## src/rtl/go_lite_pkg.sv

```systemverilog
// Shared definitions for the Xillybus Lite register blocks: window layout,
// register offsets and the bit positions of the CTRL and STATUS registers.
package go_lite_pkg;

   localparam int unsigned DATA_W        = 32;
   localparam int unsigned WORD_AW       = 10;
   localparam int unsigned BASE_WORD_DEF = 768;
   localparam int unsigned CNT_W         = 9;

   typedef enum logic [1:0] {
      REG_STATUS = 2'd0,
      REG_DATA   = 2'd1,
      REG_CTRL   = 2'd2,
      REG_DROPS  = 2'd3
   } reg_off_e;

   localparam int unsigned CTRL_IRQ_EN  = 0;
   localparam int unsigned CTRL_CLR_OVF = 1;
   localparam int unsigned CTRL_FLUSH   = 2;

   localparam int unsigned ST_COUNT_LSB = 0;
   localparam int unsigned ST_EMPTY     = 16;
   localparam int unsigned ST_FULL      = 17;
   localparam int unsigned ST_OVF       = 18;
   localparam int unsigned ST_IRQ_EN    = 19;

   function automatic logic [DATA_W-1:0] status_word(input logic [CNT_W-1:0] cnt,
                                                     input logic empty,
                                                     input logic full,
                                                     input logic ovf,
                                                     input logic irq_en);
      logic [DATA_W-1:0] w;
      w                               = '0;
      w[ST_COUNT_LSB +: CNT_W]        = cnt;
      w[ST_EMPTY]                     = empty;
      w[ST_FULL]                      = full;
      w[ST_OVF]                       = ovf;
      w[ST_IRQ_EN]                    = irq_en;
      return w;
   endfunction

endpackage

```

## src/rtl/go_event_mailbox_if.sv

```systemverilog
// Lite register bus plus the producer event handshake of the event mailbox.
interface go_event_mailbox_if;
   import go_lite_pkg::*;

   logic [DATA_W-1:0] user_addr;
   logic              user_wren;
   logic [3:0]        user_wstrb;
   logic [DATA_W-1:0] user_wr_data;
   logic              user_rden;
   logic [DATA_W-1:0] user_rd_data;
   logic              rd_hit;
   logic              user_irq;
   logic              ev_valid;
   logic [DATA_W-1:0] ev_data;
   logic              ev_ready;

   modport master (
      output user_addr, user_wren, user_wstrb, user_wr_data, user_rden,
      output ev_valid, ev_data,
      input  user_rd_data, rd_hit, user_irq, ev_ready
   );

   modport slave (
      input  user_addr, user_wren, user_wstrb, user_wr_data, user_rden,
      input  ev_valid, ev_data,
      output user_rd_data, rd_hit, user_irq, ev_ready
   );

endinterface

```

## src/rtl/go_evt_fifo.sv

```systemverilog
// Single-clock FIFO with distributed-RAM storage, occupancy count and a
// registered full flag; the caller guarantees no push when full, no pop when empty.
module go_evt_fifo
   import go_lite_pkg::*;
#(
   parameter  int unsigned DEPTH = 16,
   localparam int unsigned CW    = $clog2(DEPTH + 1)
) (
   input  logic              clk,
   input  logic              rst_n,
   input  logic              push,
   input  logic              pop,
   input  logic              flush,
   input  logic [DATA_W-1:0] wr_data,
   output logic [CW-1:0]     count,
   output logic [DATA_W-1:0] head,
   output logic              full
);

   localparam int unsigned AW = $clog2(DEPTH);

   logic [DATA_W-1:0] mem_q [DEPTH];
   logic [AW-1:0]     wr_ptr_q, wr_ptr_d;
   logic [AW-1:0]     rd_ptr_q, rd_ptr_d;
   logic [CW-1:0]     count_q, count_d;
   logic              full_q, full_d;

   // Pointer and occupancy update; flush overrides any concurrent push/pop.
   always_comb begin
      wr_ptr_d = wr_ptr_q;
      rd_ptr_d = rd_ptr_q;
      count_d  = count_q;
      if (flush) begin
         wr_ptr_d = '0;
         rd_ptr_d = '0;
         count_d  = '0;
      end else begin
         if (push) wr_ptr_d = wr_ptr_q + AW'(1);
         if (pop)  rd_ptr_d = rd_ptr_q + AW'(1);
         case ({push, pop})
            2'b10:   count_d = count_q + CW'(1);
            2'b01:   count_d = count_q - CW'(1);
            default: count_d = count_q;
         endcase
      end
      full_d = (count_d == CW'(DEPTH));
   end

   always_ff @(posedge clk or negedge rst_n) begin
      if (!rst_n) begin
         wr_ptr_q <= '0;
         rd_ptr_q <= '0;
         count_q  <= '0;
         full_q   <= 1'b0;
      end else begin
         wr_ptr_q <= wr_ptr_d;
         rd_ptr_q <= rd_ptr_d;
         count_q  <= count_d;
         full_q   <= full_d;
      end
   end

   // Storage is deliberately not reset.
   always_ff @(posedge clk) begin
      if (push && !flush) mem_q[wr_ptr_q] <= wr_data;
   end

   assign count = count_q;
   assign head  = mem_q[rd_ptr_q];
   assign full  = full_q;

endmodule

```

## src/rtl/go_event_mailbox.sv

```systemverilog
// FPGA-to-CPU event mailbox: producers push event words into a FIFO that the
// CPU drains through a 4-word Lite register window, with a level interrupt.
module go_event_mailbox
   import go_lite_pkg::*;
#(
   parameter int unsigned DEPTH     = 16,
   parameter int unsigned BASE_WORD = BASE_WORD_DEF
) (
   input  logic               user_clk,
   input  logic               arst_n,
   go_event_mailbox_if.slave  bus
);

   localparam int unsigned CW = $clog2(DEPTH + 1);

   logic [WORD_AW-1:0] word_off;
   logic               in_win;
   reg_off_e           reg_off;
   logic               rd_win, wr_win, ctrl_wr;
   logic               do_push, do_pop, flush, clr_ovf, drop;

   logic [CW-1:0]      count;
   logic [DATA_W-1:0]  head;
   logic               full;

   logic               irq_en_q, irq_en_d;
   logic               ovf_q, ovf_d;
   logic [DATA_W-1:0]  drops_q, drops_d;
   logic [DATA_W-1:0]  rd_data_q, rd_data_d;
   logic               rd_hit_q, rd_hit_d;
   logic               irq_q, irq_d;

   logic               unused_bits;
   assign unused_bits = ^{bus.user_addr[31:12], bus.user_addr[1:0],
                          bus.user_wr_data[31:3], bus.user_wstrb[3:1]};

   go_evt_fifo #(.DEPTH(DEPTH)) u_fifo (
      .clk     (user_clk),
      .rst_n   (arst_n),
      .push    (do_push),
      .pop     (do_pop),
      .flush   (flush),
      .wr_data (bus.ev_data),
      .count   (count),
      .head    (head),
      .full    (full)
   );

   // Window decode, register side effects and read-data selection.
   always_comb begin
      word_off = bus.user_addr[11:2] - WORD_AW'(BASE_WORD);
      in_win   = (word_off < WORD_AW'(4));
      reg_off  = reg_off_e'(word_off[1:0]);
      rd_win   = bus.user_rden & in_win;
      wr_win   = bus.user_wren & in_win;
      ctrl_wr  = wr_win & (reg_off == REG_CTRL) & bus.user_wstrb[0];
      flush    = ctrl_wr & bus.user_wr_data[CTRL_FLUSH];
      clr_ovf  = ctrl_wr & bus.user_wr_data[CTRL_CLR_OVF];
      do_pop   = rd_win & (reg_off == REG_DATA) & (count != '0);
      do_push  = bus.ev_valid & ~full & ~flush;
      drop     = bus.ev_valid & full;

      irq_en_d = ctrl_wr ? bus.user_wr_data[CTRL_IRQ_EN] : irq_en_q;
      ovf_d    = drop | (ovf_q & ~clr_ovf);

      drops_d = drops_q;
      if (wr_win && (reg_off == REG_DROPS)) drops_d = '0;
      else if (drop && (drops_q != '1))     drops_d = drops_q + DATA_W'(1);

      irq_d    = irq_en_q & (count != '0);
      rd_hit_d = rd_win;

      rd_data_d = rd_data_q;
      if (rd_win) begin
         case (reg_off)
            REG_STATUS: rd_data_d = status_word(CNT_W'(count), (count == '0),
                                                full, ovf_q, irq_en_q);
            REG_DATA:   rd_data_d = (count != '0) ? head : '0;
            REG_CTRL:   rd_data_d = {{(DATA_W-1){1'b0}}, irq_en_q};
            REG_DROPS:  rd_data_d = drops_q;
            default:    rd_data_d = rd_data_q;
         endcase
      end
   end

   always_ff @(posedge user_clk or negedge arst_n) begin
      if (!arst_n) begin
         irq_en_q  <= 1'b0;
         ovf_q     <= 1'b0;
         drops_q   <= '0;
         rd_data_q <= '0;
         rd_hit_q  <= 1'b0;
         irq_q     <= 1'b0;
      end else begin
         irq_en_q  <= irq_en_d;
         ovf_q     <= ovf_d;
         drops_q   <= drops_d;
         rd_data_q <= rd_data_d;
         rd_hit_q  <= rd_hit_d;
         irq_q     <= irq_d;
      end
   end

   assign bus.user_rd_data = rd_data_q;
   assign bus.rd_hit       = rd_hit_q;
   assign bus.user_irq     = irq_q;
   assign bus.ev_ready     = ~full;

endmodule

```

## src/flat_wrapper.sv

```systemverilog
// flat-port wrapper written by rule: the top's interface ports become plain ports
module go_event_mailbox_flat import go_lite_pkg::*;
#(
   parameter int unsigned DEPTH     = 16,
   parameter int unsigned BASE_WORD = BASE_WORD_DEF
)
  (user_clk, arst_n, bus_user_addr, bus_user_wren, bus_user_wstrb, bus_user_wr_data, bus_user_rden, bus_ev_valid, bus_ev_data, bus_user_rd_data, bus_rd_hit, bus_user_irq, bus_ev_ready);
  go_event_mailbox_if bus_i ();
  input  logic user_clk;
  input  logic arst_n;
  input wire logic [$bits(bus_i.user_addr)-1:0] bus_user_addr;
  input wire logic [$bits(bus_i.user_wren)-1:0] bus_user_wren;
  input wire logic [$bits(bus_i.user_wstrb)-1:0] bus_user_wstrb;
  input wire logic [$bits(bus_i.user_wr_data)-1:0] bus_user_wr_data;
  input wire logic [$bits(bus_i.user_rden)-1:0] bus_user_rden;
  input wire logic [$bits(bus_i.ev_valid)-1:0] bus_ev_valid;
  input wire logic [$bits(bus_i.ev_data)-1:0] bus_ev_data;
  output wire logic [$bits(bus_i.user_rd_data)-1:0] bus_user_rd_data;
  output wire logic [$bits(bus_i.rd_hit)-1:0] bus_rd_hit;
  output wire logic [$bits(bus_i.user_irq)-1:0] bus_user_irq;
  output wire logic [$bits(bus_i.ev_ready)-1:0] bus_ev_ready;
  assign bus_i.user_addr = bus_user_addr;
  assign bus_i.user_wren = bus_user_wren;
  assign bus_i.user_wstrb = bus_user_wstrb;
  assign bus_i.user_wr_data = bus_user_wr_data;
  assign bus_i.user_rden = bus_user_rden;
  assign bus_i.ev_valid = bus_ev_valid;
  assign bus_i.ev_data = bus_ev_data;
  assign bus_user_rd_data = bus_i.user_rd_data;
  assign bus_rd_hit = bus_i.rd_hit;
  assign bus_user_irq = bus_i.user_irq;
  assign bus_ev_ready = bus_i.ev_ready;
  go_event_mailbox #(.DEPTH(DEPTH), .BASE_WORD(BASE_WORD)) u_core (.user_clk(user_clk), .arst_n(arst_n), .bus(bus_i));
endmodule
```

## config.mk

```make
export PLATFORM = sky130hd
export DESIGN_NAME = go_event_mailbox_flat
export DESIGN_NICKNAME = d
export VERILOG_FILES = /design/src/rtl/go_lite_pkg.sv /design/src/rtl/go_event_mailbox_if.sv /design/src/rtl/go_evt_fifo.sv /design/src/rtl/go_event_mailbox.sv /design/src/flat_wrapper.sv
export SDC_FILE = /design/constraint.sdc
export NUM_CORES = 1
export LEC_CHECK = 0
export ABC_CLOCK_PERIOD_IN_PS = 4700
export CORE_AREA = 2 2 285 287
export CTS_CLUSTER_SIZE = 12
export DETAILED_ROUTE_END_ITERATION = 12
export DIE_AREA = 0 0 287 289
export PLACE_DENSITY_LB_ADDON = 0.12
export SLEW_MARGIN = 20
export SYNTH_ARGS = -nofsm -noshare
export SYNTH_HDL_FRONTEND = slang
export SYNTH_HIERARCHICAL = 1
export SYNTH_SLANG_ARGS = --single-unit
```

## constraint.sdc

```tcl
create_clock -name user_clk -period 4.7 [get_ports user_clk]
set_input_delay 0.705 -clock user_clk [delete_from_list [all_inputs] [get_ports user_clk]]
set_output_delay 0.705 -clock user_clk [all_outputs]
set_load 0.05 [all_outputs]
```

After elaboration in Yosys (flattened, before gate mapping)

Memory sizes are Yosys's and may differ from the RTL's.
Index checks and enable logic that the tools add are counted.
Widths: inputs -> output; s select.

$add $sub $neg: 6
$lt $le $gt $ge: 1
Reduce and logical (&&, ||, !) cells: 10
Bitwise logic cells: 17
Eq/ne operators: 7
Multiplexer cells: 12

Operators with widths:

| kind                   | count |
|---|---|
| $pmux 32 s4            | 1 |
| $mux 32                | 3 |
| $add 32x1->32 const B  | 1 |
| $ne 32x32->1 const B   | 1 |
| $mux 4                 | 4 |
| $and 1x1->1            | 13 |
| $lt 10x3->1 const B    | 1 |
| $pmux 5 s2             | 1 |
| $sub 10x10->10 const B | 1 |
| $add 4x1->4 const B    | 2 |
| $eq 2x2->1 const B     | 3 |
| $reduce_bool 2->1      | 3 |
| $add 5x1->5 const B    | 1 |
| $eq 5x5->1 const B     | 1 |
| $logic_not 5->1        | 1 |
| $mux 5                 | 1 |
| $reduce_bool 5->1      | 1 |
| $sub 5x1->5 const B    | 1 |
| $eq 2x1->1 const B     | 2 |
| $logic_and 1x1->1      | 3 |
| $not 1->1              | 3 |
| $logic_not 2->1        | 1 |
| $mux 1                 | 2 |
| $logic_not 1->1        | 1 |
| $or 1x1->1             | 1 |

Bits in writable memories: 512
Bits of input ports: 105
Memories kept: 1
Output and inout bits: 35
Logic and storage cells: 64
Flip-flop bits (word level): 82

Memories:

| name                | words | width | rd ports | clocked after Yosys merged registers in | wr ports | line              | text |
|---|---|---|---|---|---|---|---|
| u_core.u_fifo.mem_q | 16    | 32    | 1        | 0                                       | 1        | go_evt_fifo.sv:22 | `logic [DATA_W-1:0] mem_q [DEPTH];` |

Depth between registers and ports, before layout

Gate-level depths: netlist of run 1.

Word-level depth: 12
Mapped depth: 15
Depth with buffers taken out: 14

Hierarchy

Netlist of run 1, hierarchy kept.

Modules (own cells, without submodules):

| module           | times used | cells each | area each (sq um) | sequential area each (sq um) |
|---|---|---|---|---|
| go_evt_fifo      | 1          | 811        | 20,125.6          | 15,725.1 |
| go_event_mailbox | 1          | 385        | 3,585.9           | 1,701.6 |

Worst setup path after synthesis of run 1

OpenSTA, ideal clock, no wires.

Kind: input -> register
Start point: input bus_user_addr[3]
End point: memory u_core.u_fifo.mem_q[4][0], enable pin
Stages: 9
Slack: 1.212 ns
Data arrival time: 3.096 ns
Buffers on the path: 1
Cell sequence: clkbuf_1 nand2_1 nor2_1 nand4_1 nor2_1 nor3b_1 inv_1 nor4b_1 and2_1

Longest elaborated chain between the ends: 11
Elaborated cells on any way between the ends: 13

RTL lines:

| what                             | line                   | text |
|---|---|---|
| from (decl)                      | flat_wrapper.sv:11     | `input wire logic [$bits(bus_i.user_addr)-1:0] bus_user_addr;` |
| $sub 10x10->10 (*)               | go_event_mailbox.sv:51 | `word_off = bus.user_addr[11:2] - WORD_AW'(BASE_WORD);` |
| $lt 10x3->1                      | go_event_mailbox.sv:52 | `in_win = (word_off < WORD_AW'(4));` |
| $and 1x1->1                      | go_event_mailbox.sv:55 | `wr_win = bus.user_wren & in_win;` |
| $and 1x1->1 (*) (2 in a row)     | go_event_mailbox.sv:56 | `ctrl_wr = wr_win & (reg_off == REG_CTRL) & bus.user_wstrb[0];` |
| $and 1x1->1 (*)                  | go_event_mailbox.sv:57 | `flush = ctrl_wr & bus.user_wr_data[CTRL_FLUSH];` |
| via u_core.flush                 | go_event_mailbox.sv:20 | `logic do_push, do_pop, flush, clr_ovf, drop;` |
| $not 1->1 (*)                    | go_event_mailbox.sv:60 | `do_push = bus.ev_valid & ~full & ~flush;` |
| $and 1x1->1 (*)                  | go_event_mailbox.sv:60 |  |
| via u_core.do_push               | go_event_mailbox.sv:20 |  |
| $logic_and 1x1->1 (*)            | go_evt_fifo.sv:65      | `if (push && !flush) mem_q[wr_ptr_q] <= wr_data;` |
| $mux 1 (*)                       | go_evt_fifo.sv:65      |  |
| $mux 1 (not written as such) (*) | go_evt_fifo.sv:65      |  |
| to (decl)                        | go_evt_fifo.sv:22      |  |

Mark *: on every way through the listed nets, which the timed path passes. The rest lies on a longest branch.

Final worst setup path of run 1

Start point: input bus_user_addr[11]
End point: register u_core.u_fifo.full_q (netlist: u_core/u_fifo/full)

Longest elaborated chain between the ends: 12
Elaborated cells on any way between the ends: 16

RTL lines:

| what                                     | line                   | text |
|---|---|---|
| $sub 10x10->10 (*)                       | go_event_mailbox.sv:51 |  |
| $lt 10x3->1 (*)                          | go_event_mailbox.sv:52 |  |
| $and 1x1->1 (*)                          | go_event_mailbox.sv:55 |  |
| $and 1x1->1 (*) (2 in a row)             | go_event_mailbox.sv:56 |  |
| $and 1x1->1 (*)                          | go_event_mailbox.sv:57 |  |
| via u_core.flush                         | go_event_mailbox.sv:20 |  |
| $not 1->1 (*)                            | go_event_mailbox.sv:60 |  |
| $and 1x1->1 (*)                          | go_event_mailbox.sv:60 |  |
| via u_core.do_push                       | go_event_mailbox.sv:20 |  |
| $eq 2x1->1 or $eq 2x2->1 (tied branches) | go_evt_fifo.sv:40      | `case ({push, pop})` |
| $pmux 5 s2 (*)                           | go_evt_fifo.sv:40      |  |
| $mux 5 (*)                               | go_evt_fifo.sv:33      | `if (flush) begin` |
| $eq 5x5->1 (*)                           | go_evt_fifo.sv:46      | `full_d = (count_d == CW'(DEPTH));` |
| via u_core.u_fifo.full_d                 | go_evt_fifo.sv:26      | `logic full_q, full_d;` |
| to (signal assigned)                     | go_evt_fifo.sv:59      | `full_q <= full_d;` |
| to (decl)                                | go_evt_fifo.sv:26      |  |

Marked as above.
A chain may end at the register's enable or synchronous reset.

==> results.tsv, run 1 <==
stage	metric	value	unit
status	outcome	completed	
drt	antenna_left	0	
clocking	cts.clk_slew.worst_paths	0.06	ns
yosys	synth_edf_count	512	
timing	hold_violations	0	
clocking	htreeDepth	3	
job	drv_cap	0	
setup_path	required	5.17	ns
timing	fin_setup_tns	0	ns
drt	drt-total-wl	62400	um
die	die_w	287	um
yosys	yosys_warnings	6	
setup_path	crit_buf_inv	2	
clocking	cts_hold_buf	0	
setup_path	cp_data_arrival_time	4.22	ns
global_routing	overflow	0	
finish	antennaDiodeCount	0	
clocking	clk_latency	0.59	ns
setup_path	start_kind	input pin	
global_routing	use_met1	20.8	%
pwr	ir_drop	0.206	mV
finish	postLayoutCellArea	0.0281	mm^2
finish	utilization	35.2	%
finish	syn_to_final_growth	18.7	%
pwr	p_leak	8.83	nW
placement	dpl-instance-area	0.0261	mm^2
finish	drive_gt1_share	24.6	%
yosys	ys_ff_latch	594	
timing	max_freq	266	MHz
hold_path	min_path_type	input pin to async pin	
pwr	total_power	12.5	mW
yosys	synth_nets	1310	
timing	rsz0062_at_grt	no	
timing	slew_headroom	26.3	%
timing	finalCritPeriodShare	79.9	%
clocking	clock-root-buffer	clkbuf_16	
placement	dp_hpwl	37400	um
timing	finalCriticalPeriod	3.75	ns
drt	first_pass_iters	6	
drt	avgRoutedWirePerCell	25.5	um
global_routing	grt_max_degree	61	
global_routing	grt_antenna_before_repair	10	
global_routing	met2_usage	24.9	%
timing	fin_skew	0.0223	ns
timing	fin_ws	0.945	ns
setup_path	end_kind	register	
clocking	cts_tree	yes	
pwr	powerDensity	443	mW/mm^2
finish	final_net_count	1454	
global_routing	grt_pass1_wl	90800	um
clocking	cts_resized	0	
yosys	netlist_area	0.0237	mm^2
die	rows	104	
placement	port_buffers	85	
die	core_area	0.0799	mm^2
global_routing	grt_use_total	15.2	%
finish	regArea	0.0174	mm^2
setup_path	crit_fanout	6	
timing	whs	0.221	ns
clocking	cts_sinks	594	
finish	n_fill_cell	7497	
drt	dr_total_vias	12100	
yosys	synth_cells	1196	
clocking	clock_path_buffers	3	
drt	drt_iter0_drc	980	
setup_path	critPathTopFamily	simple AND/OR/NAND/NOR gates	
placement	dp.cells	2331	
placement	place_ws	0.406	ns
yosys	seq_area_frac_synth	73.5	%
yosys	synth_area_per_cell	19.8	um^2
setup_path	crit_chain	clkdlybuf4s50_1 -> nor4bb_1 -> nand4_1 -> nor2_1 -> nor3b_1 -> inv_1 -> ha_1 -> xor2_1 -> ha_1 -> a21oi_1 -> mux2i_1 -> xor2_1 -> nand2_1 -> nor4b_1	
finish	multiInputGateArea	0.00592	mm^2
drt	drt-vias-per-instance	4.96	
global_routing	grt_pass1_vias	12700	
global_routing	grt_busiest_layer	met2	
die	initial_core_util	29.7	%
clocking	cts_buffers	67	
drt	post-route-drc-count	0	
yosys	synth_ff_type	edfxtp_1	
yosys	async_reset_ff_share	13.8	%
yosys	ys_types	62	
timing	slew_viol_final	0	
finish	fin_cells	2446	
die	die_area	0.0829	mm^2
setup_path	cpMaxStageDelayCell	nor3b_1	
setup_path	crit_type	input pin to register	
timing	finalSetupViolCount	0	
global_routing	grt_use_met3	2.83	%
die	io_pins	140	
clocking	cts_setup_buffers	0	
setup_path	slowest_delay	0.73	ns
placement	gp_congestion	0.786	
timing	worst_pin_slew	1.11	ns
die	die_y	289	um
==> metal layers <==
metal  vias to the layer above  share of wire, %
met5                         -             0.088
met4                         8               1.8
met3                        84               5.0
met2                       291                48
met1                      6522                45
li1                       5234                 -
==> cell usage after synthesis (2+ instances only) <==
master	n	area share (%)
edfxtp_1	512	65
mux4_2	160	15
dfrtp_1	82	8.7
nand2_1	59	0.93
o21ai_0	43	0.91
clkbuf_1	36	0.57
nor2_1	34	0.54
a22oi_1	23	0.73
a21oi_1	21	0.44
and2_1	20	0.53
nand3_1	16	0.34
xnor2_1	14	0.52
buf_6	13	0.62
inv_1	12	0.19
nand4_1	12	0.32
ha_1	9	0.47
or3_1	9	0.24
or4_1	9	0.28
nor3_1	8	0.17
nor4_1	8	0.21
a222oi_1	7	0.30
buf_1	7	0.11
xor2_1	7	0.26
buf_2	6	0.13
o31ai_1	6	0.19
and4_1	5	0.18
nor2b_1	5	0.13
mux2i_1	4	0.17
a31oi_1	3	0.079
nor2_2	3	0.079
o211ai_1	3	0.095
a21o_1	2	0.063
a311oi_1	2	0.074
a31o_2	2	0.074
and3_1	2	0.053
nand3b_1	2	0.063
nor4_2	2	0.11
nor4b_1	2	0.074
or2_0	2	0.053
or3_2	2	0.063
==> cell usage in the layout, fill, tap and decap left out, drive strengths merged, types with 3 or more instances in the layout <==
master / instances
mux4: 160
o21ai: 43
and4: 5
and2: 20
or3: 11
nor4b: 3
clkdlybuf4s50: 84
clkinv: 26
a31oi: 3
clkbuf: 86
nor3: 9
xnor2: 14
nor4: 10
edfxtp: 512
nand2: 59
nand3: 18
o211ai: 3
buf: 54
mux2i: 4
ha: 9
nor2b: 5
a22oi: 23
nand4: 13
dfrtp: 82
or4: 10
inv: 12
and3: 3
nor2: 37
o31ai: 6
a222oi: 7
a21oi: 21
xor2: 7
==> area by class of cell <==
type | instances | area share, %
Timing Repair Buffer | 138 | 4.96
Clock inverter | 29 | 0.680
Clock buffer | 86 | 6.47
Multi-Input combinational cell | 527 | 21.0
Inverter | 12 | 0.160
Sequential cell | 594 | 62.0
Tap cell | 1060 | 4.71
==> where the power goes <==
part / total (mW) / switching [mW] / internal, mW / leakage, nW
registers: 6.42 / 0.177 / 6.25 / 5.74
logic: 1.19 / 0.765 / 0.420 / 2.10
clock network: 4.87 / 2.03 / 2.83 / 0.988
total: 12.5 / 2.98 / 9.50 / 8.83
==> cell families after synthesis <==
logic type / Yosys count / share of synthesized area, %
xor+xnor: 21 / 0.776
fa+ha+maj: 9 / 0.475
mux: 165 / 15.4
flops: 594 / 73.5
simple gates: 211 / 4.84
buf+inv: 75 / 1.65
compound gates: 121 / 3.35
==> worst paths after layout <==
kind / start / endpoint / slack, ns / cells after the start
max: bus_user_addr[11] / u_core/u_fifo/full / 0.95 / 14
max reg2reg: u_core/u_fifo/full / u_core/u_fifo/full / 1.35 / 10
max in group asynchronous: arst_n / u_core/bus.user_rd_data[21] / 3.61 / 2
min reg2reg: u_core/bus.user_rd_data[29] / u_core/bus.user_rd_data[29] / 0.48 / 2
min: arst_n / u_core/bus.user_rd_data[6] / 0.22 / 1
min in group user_clk: u_core/bus.user_rd_data[29] / u_core/bus.user_rd_data[29] / 0.48 / 2
==> flip-flops by register name (all words and copies together) (netlist names) <==
signal	flops
u_core/ovf_q	1
u_core/irq_en_q	1
u_core/bus.rd_hit	1
u_core/u_fifo/count	5
u_core/u_fifo/wr_ptr_q	4
u_core/u_fifo/full	1
u_core/u_fifo/rd_ptr_q	4
u_core/drops_q	32
u_core/u_fifo/mem_q	512
u_core/bus.user_irq	1
u_core/bus.user_rd_data	32
No activity file was read; power rests on OpenSTA's default activity.
==> run 2, diff against run 1 <==
--- a/config.mk
+++ b/config.mk
@@ -5,7 +5,7 @@
 export SDC_FILE = /design/constraint.sdc
 export NUM_CORES = 1
 export LEC_CHECK = 0
-export ABC_CLOCK_PERIOD_IN_PS = 4700
+export ABC_CLOCK_PERIOD_IN_PS = 3500
 export CORE_AREA = 2 2 285 287
 export CTS_CLUSTER_SIZE = 12
 export DETAILED_ROUTE_END_ITERATION = 12
==> constraint.sdc (replaced) <==
create_clock -name user_clk -period 3.5 [get_ports user_clk]
set_input_delay 0.525 -clock user_clk [delete_from_list [all_inputs] [get_ports user_clk]]
set_output_delay 0.525 -clock user_clk [all_outputs]
set_load 0.05 [all_outputs]
==> run 2 against run 1 <==
Clock power rose by 37%. Global-route usage rose by 0.090 points. Via count is 0.60% higher. Final area rose by 1.7%. Sequential share of layout area shrank 1.0 points. Hold slack got worse by 0.21 ns. Count of clock-buffer cells in the layout increased by 8. Die area did not move. Largest cell class unchanged. Clock skew decreased by 0.0017 ns. Register-to-register slack lost 0.90 ns. Largest power group unchanged. Combinational power increased by 47%.
==> results.tsv, run 2 (synthesized netlist as in run 1, its figures left out) <==
stage	metric	value	unit
status	outcome	completed	
drt	drt-vias-per-instance	4.94	
timing	max_freq	327	MHz
die	die_area	0.0829	mm^2
setup_path	reg2regPathDepth	12	
die	die_y	289	um
finish	largest_register_ffs	512	
global_routing	grt_use_total	15.3	%
clocking	cts_resized	0	
die	core_area	0.0799	mm^2
finish	final_common_cell	edfxtp_1	
finish	layout_common_cells	512 x edfxtp_1, 160 x mux4_2, 84 x clkdlybuf4s50_1, 78 x dfrtp_1, 71 x clkbuf_16	
timing	slew_viol_final	0	
placement	dp.cells	2349	
drt	avgRoutedWirePerCell	25.3	um
clocking	cts_tree	yes	
die	initial_core_util	29.7	%
global_routing	overflow	0	
timing	fin_setup_tns	0	ns
finish	utilization	35.8	%
die	rows	104	
setup_path	end_kind	register	
global_routing	met2_usage	25.4	%
clocking	cts_hold_buf	0	
finish	drive_gt1_share	25.6	%
drt	first_pass_iters	5	
timing	finalCriticalPeriod	3.06	ns
finish	postLayoutCellArea	0.0286	mm^2
clocking	cts_sinks	594	
placement	gp_congestion	0.807	
timing	fin_skew	0.0206	ns
die	io_pins	140	
global_routing	grt_pass1_vias	12700	
global_routing	grt_use_met3	2.67	%
global_routing	grt_antenna_before_repair	6	
timing	finalSetupViolCount	0	
finish	fin_cells	2473	
global_routing	grt_pass1_wl	91400	um
finish	final_net_count	1473	
drt	drt_iter0_drc	937	
setup_path	start_kind	input pin	
global_routing	use_met1	20.8	%
clocking	clk_latency	0.60	ns
timing	slew_headroom	46.7	%
clocking	cts.clk_slew.worst_paths	0.06	ns
drt	post-route-drc-count	0	
setup_path	rrSetupSlack	0.45	ns
timing	hold_violations	0	
timing	worst_pin_slew	0.800	ns
finish	antennaDiodeCount	0	
setup_path	r2r_end	u_core/u_fifo/full	
global_routing	grt_busiest_layer	met2	
pwr	ir_drop	0.310	mV
finish	syn_to_final_growth	20.7	%
setup_path	crit_fanout	3	
finish	n_fill_cell	7496	
global_routing	grt_max_degree	61	
placement	dpl-instance-area	0.0265	mm^2
pwr	powerDensity	595	mW/mm^2
setup_path	crit-reg2reg-launch	u_core/u_fifo/count[2]	
pwr	total_power	17.0	mW
clocking	cts_setup_buffers	0	
timing	finalCritPeriodShare	87.3	%
setup_path	crit_type	input pin to register	
die	die_w	287	um
drt	drt-total-wl	62700	um
placement	dp_hpwl	37500	um
drt	dr_total_vias	12200	
clocking	htreeDepth	3	
clocking	cts_buffers	68	
placement	port_buffers	85	
pwr	p_leak	9.01	nW
drt	antenna_left	0	
clocking	clock_path_buffers	3	
finish	top_register	u_core/u_fifo/mem_q	
hold_path	min_path_type	input pin to async pin	
setup_path	required	3.98	ns
setup_path	cp_data_arrival_time	3.53	ns
timing	rsz0062_at_grt	no	
job	drv_cap	0	
clocking	clock-root-buffer	clkbuf_16	
run 2: layer usage:
metal / wire length, um / part of all wire [%]
met3: 2670 / 4.3
met1: 28100 / 45
met4: 1040 / 1.7
met5: 52 / 0.083
met2: 30800 / 49
run 2: worst max-delay path, stage by stage:
cell	delay (ns)
clkdlybuf4s50_1	0.44
nor4bb_1	0.39
nand4_1	0.18
nor2_1	0.22
nor3b_1	0.12
inv_1	0.10
ha_1	0.18
xor2_1	0.16
ha_1	0.22
inv_1	0.05
o311ai_0	0.29
o21ai_0	0.19
xnor2_1	0.18
nor4b_1	0.29
run 2: worst max-delay path by stage:
stage | from | endpoint | slack (ns) | cells after the start
after floorplan | bus_user_addr[3] | u_core/u_fifo/mem_q[4][0] | 0.19 | 9
after global placement | bus_user_addr[11] | u_core/u_fifo/full | -0.16 | 14
after detailed placement | bus_user_addr[11] | u_core/u_fifo/full | -0.07 | 14
after CTS | u_core/u_fifo/count[2] | u_core/u_fifo/full | 0.51 | 12
after global routing | u_core/u_fifo/count[2] | u_core/u_fifo/full | 0.22 | 12
final | bus_user_addr[11] | u_core/u_fifo/full | 0.44 | 14
run 2: cell type report:
cell class,instances,area [um^2],share of cell area (%)
repair buffers,156,1810,6.31
inverters,12,45.0,0.157
clock inverters,30,194,0.678
clock buffers,94,1880,6.58
well taps,1060,1330,4.64
flip-flops and latches,594,17400,60.9
multi-input cells,527,5920,20.7
run 2: power by group:
| part | internal, mW | total (mW) | switching [mW] |
|---|---|---|---|
| Clock | 3.85 | 6.66 | 2.81 |
| Sequential | 8.39 | 8.61 | 0.221 |
| Combinational | 0.672 | 1.75 | 1.08 |
| Total | 12.9 | 17.0 | 4.11 |
run 2: through the flow:
step                      setup WS, ns  hold slack, ns
after floorplan                  0.192           0.229
after global placement          -0.159           0.461
after detailed placement       -0.0710           0.472
after CTS                        0.512          0.0212
after global routing             0.215          0.0721
final                            0.445          0.0122
==> run 3, diff against run 2 <==
--- a/config.mk
+++ b/config.mk
@@ -6,6 +6,8 @@
 export NUM_CORES = 1
 export LEC_CHECK = 0
 export ABC_CLOCK_PERIOD_IN_PS = 3500
+export CELL_PAD_IN_SITES_DETAIL_PLACEMENT = 1
+export CELL_PAD_IN_SITES_GLOBAL_PLACEMENT = 1
 export CORE_AREA = 2 2 285 287
 export CTS_CLUSTER_SIZE = 12
 export DETAILED_ROUTE_END_ITERATION = 12
==> run 3 against run 2 <==
Power up 2.1%. Count of clock-buffer cells in the layout down 8. Via count is 0.42% lower. Die area is the same. Final cell count about the same. Critical path type is now register to register. First-iteration DRC count down 16%. Non-clock buffer count fell by 3. Combinational power barely moved. Hold slack improved by 0.017 ns. Core utilization grew 0.12 points. Global-route usage rose by 0.24 points. Highest routed layer is now met4.
==> results.tsv, run 3 (synthesized netlist as in run 1, its figures left out) <==
stage	metric	value	unit
setup_path	crit_fanout	10	
drt	dr_total_vias	12200	
clocking	cts_resized	0	
timing	fin_ws	0.394	ns
hold_path	min_path_type	input pin to async pin	
pwr	ir_drop	0.351	mV
drt	drt_iter0_drc	788	
finish	layout_common_cells	512 x edfxtp_1, 160 x mux4_2, 84 x clkdlybuf4s50_1, 78 x dfrtp_1, 72 x clkbuf_16	
global_routing	grt_pass1_wl	93600	um
clocking	htreeDepth	3	
placement	port_buffers	85	
finish	drive_gt1_share	25.5	%
clocking	cts_hold_buf	0	
setup_path	required	3.99	ns
pwr	p_leak	9.05	nW
clocking	cts_sinks	594	
global_routing	grt_antenna_before_repair	4	
finish	final_common_cell	edfxtp_1	
finish	utilization	35.9	%
setup_path	crit_type	register to register	
timing	slew_viol_final	0	
timing	rsz0062_at_grt	no	
timing	max_freq	322	MHz
timing	worst_pin_slew	0.866	ns
clocking	cts.clk_slew.worst_paths	0.07	ns
global_routing	grt_max_degree	62	
drt	drt-total-wl	63300	um
finish	syn_to_final_growth	21.1	%
drt	avgRoutedWirePerCell	25.6	um
die	core_area	0.0799	mm^2
pwr	total_power	17.4	mW
setup_path	start_kind	register	
finish	largest_register_ffs	512	
global_routing	grt_use_total	15.6	%
die	rows	104	
placement	dp_hpwl	39300	um
clocking	clk_latency	0.60	ns
global_routing	overflow	0	
timing	finalCriticalPeriod	3.11	ns
finish	final_net_count	1471	
die	die_y	289	um
clocking	cts_tree	yes	
timing	hold_violations	0	
placement	place_ws	-0.163	ns
timing	fin_skew	0.0223	ns
finish	top_register	u_core/u_fifo/mem_q	
die	initial_core_util	29.7	%
clocking	clock_path_buffers	3	
drt	first_pass_iters	6	
timing	whs	0.0289	ns
clocking	cts_buffers	69	
placement	gp_congestion	0.754	
timing	finalCritPeriodShare	88.7	%
timing	finalSetupViolCount	0	
drt	drt-vias-per-instance	4.92	
status	outcome	completed	
pwr	powerDensity	606	mW/mm^2
clocking	cts_setup_buffers	0	
clocking	clock-root-buffer	clkbuf_16	
global_routing	grt_pass1_vias	13300	
timing	slew_headroom	42.0	%
drt	antenna_left	0	
drt	post-route-drc-count	0	
timing	fin_setup_tns	0	ns
die	io_pins	140	
job	drv_cap	0	
setup_path	end_kind	register	
die	die_area	0.0829	mm^2
setup_path	cp_data_arrival_time	3.59	ns
die	die_w	287	um
==> run 3: cell types whose count changed in the layout (fill, tap and decap cells not counted) <==
cell / delta
clkinv_1: +6
clkbuf_8: -2
clkinv_2: -1
clkbuf_16: +1
clkbuf_1: -7
clkinvlp_4: -1
bufinv_16: +5
buf_4: -3
diode_2: +1
clkinv_8: -1
==> run 3: path summary, 6_finish.rpt <==
check | from | to | slack [ns] | cells after the start
setup reg to reg | u_core/u_fifo/count[2] | u_core/u_fifo/full | 0.39 | 12
setup / recovery | u_core/u_fifo/count[2] | u_core/u_fifo/full | 0.39 | 12
hold reg to reg | u_core/bus.user_rd_data[23] | u_core/bus.user_rd_data[23] | 0.48 | 2
max in group asynchronous | arst_n | u_core/bus.user_rd_data[27] | 2.69 | 2
hold / removal | arst_n | u_core/bus.user_rd_data[6] | 0.03 | 1
min in group user_clk | u_core/bus.user_rd_data[23] | u_core/bus.user_rd_data[23] | 0.48 | 2
==> run 3: cell type report <==
class	instances	area, um^2
clock buffers	86	1850
fillers	7839	51200
inverters	12	45.0
diodes	1	2.50
clock inverters	38	338
multi-input cells	527	5920
flip-flops and latches	594	17400
well taps	1060	1330
repair buffers	153	1780
==> run 3: where the power goes <==
part,leakage (nW),internal (mW),total [mW],switching [mW]
combinational,2.24,0.670,1.74,1.07
sequential,5.74,8.39,8.61,0.219
clock,1.07,4.19,7.04,2.84
==> run 3: stage by stage <==
| step | cell area [um^2] | std cells |
|---|---|---|
| after global placement | 26500 | 2346 |
| after global routing | 28700 | 2470 |
| after detailed placement | 26500 | 2346 |
| after floorplan | 23700 | 1196 |
| after CTS | 28700 | 2470 |
| final | 28700 | 2471 |
==> run 3: routing by layer <==
layer | routed length, um | global-route usage (%)
met5 | 0 | 0
met4 | 1530 | 4.97
met3 | 2460 | 2.65
met2 | 30900 | 25.8
met1 | 28400 | 20.9
==> run 3: critical path, stage by stage (launching register included) <==
cell	delay [ns]
dfrtp_1	0.51
nor3_1	0.27
nand2_1	0.22
and3b_1	0.23
and2_1	0.17
ha_1	0.21
xor2_1	0.19
ha_1	0.22
inv_1	0.06
o311ai_0	0.26
o21ai_0	0.18
xnor2_1	0.17
nor4b_1	0.32
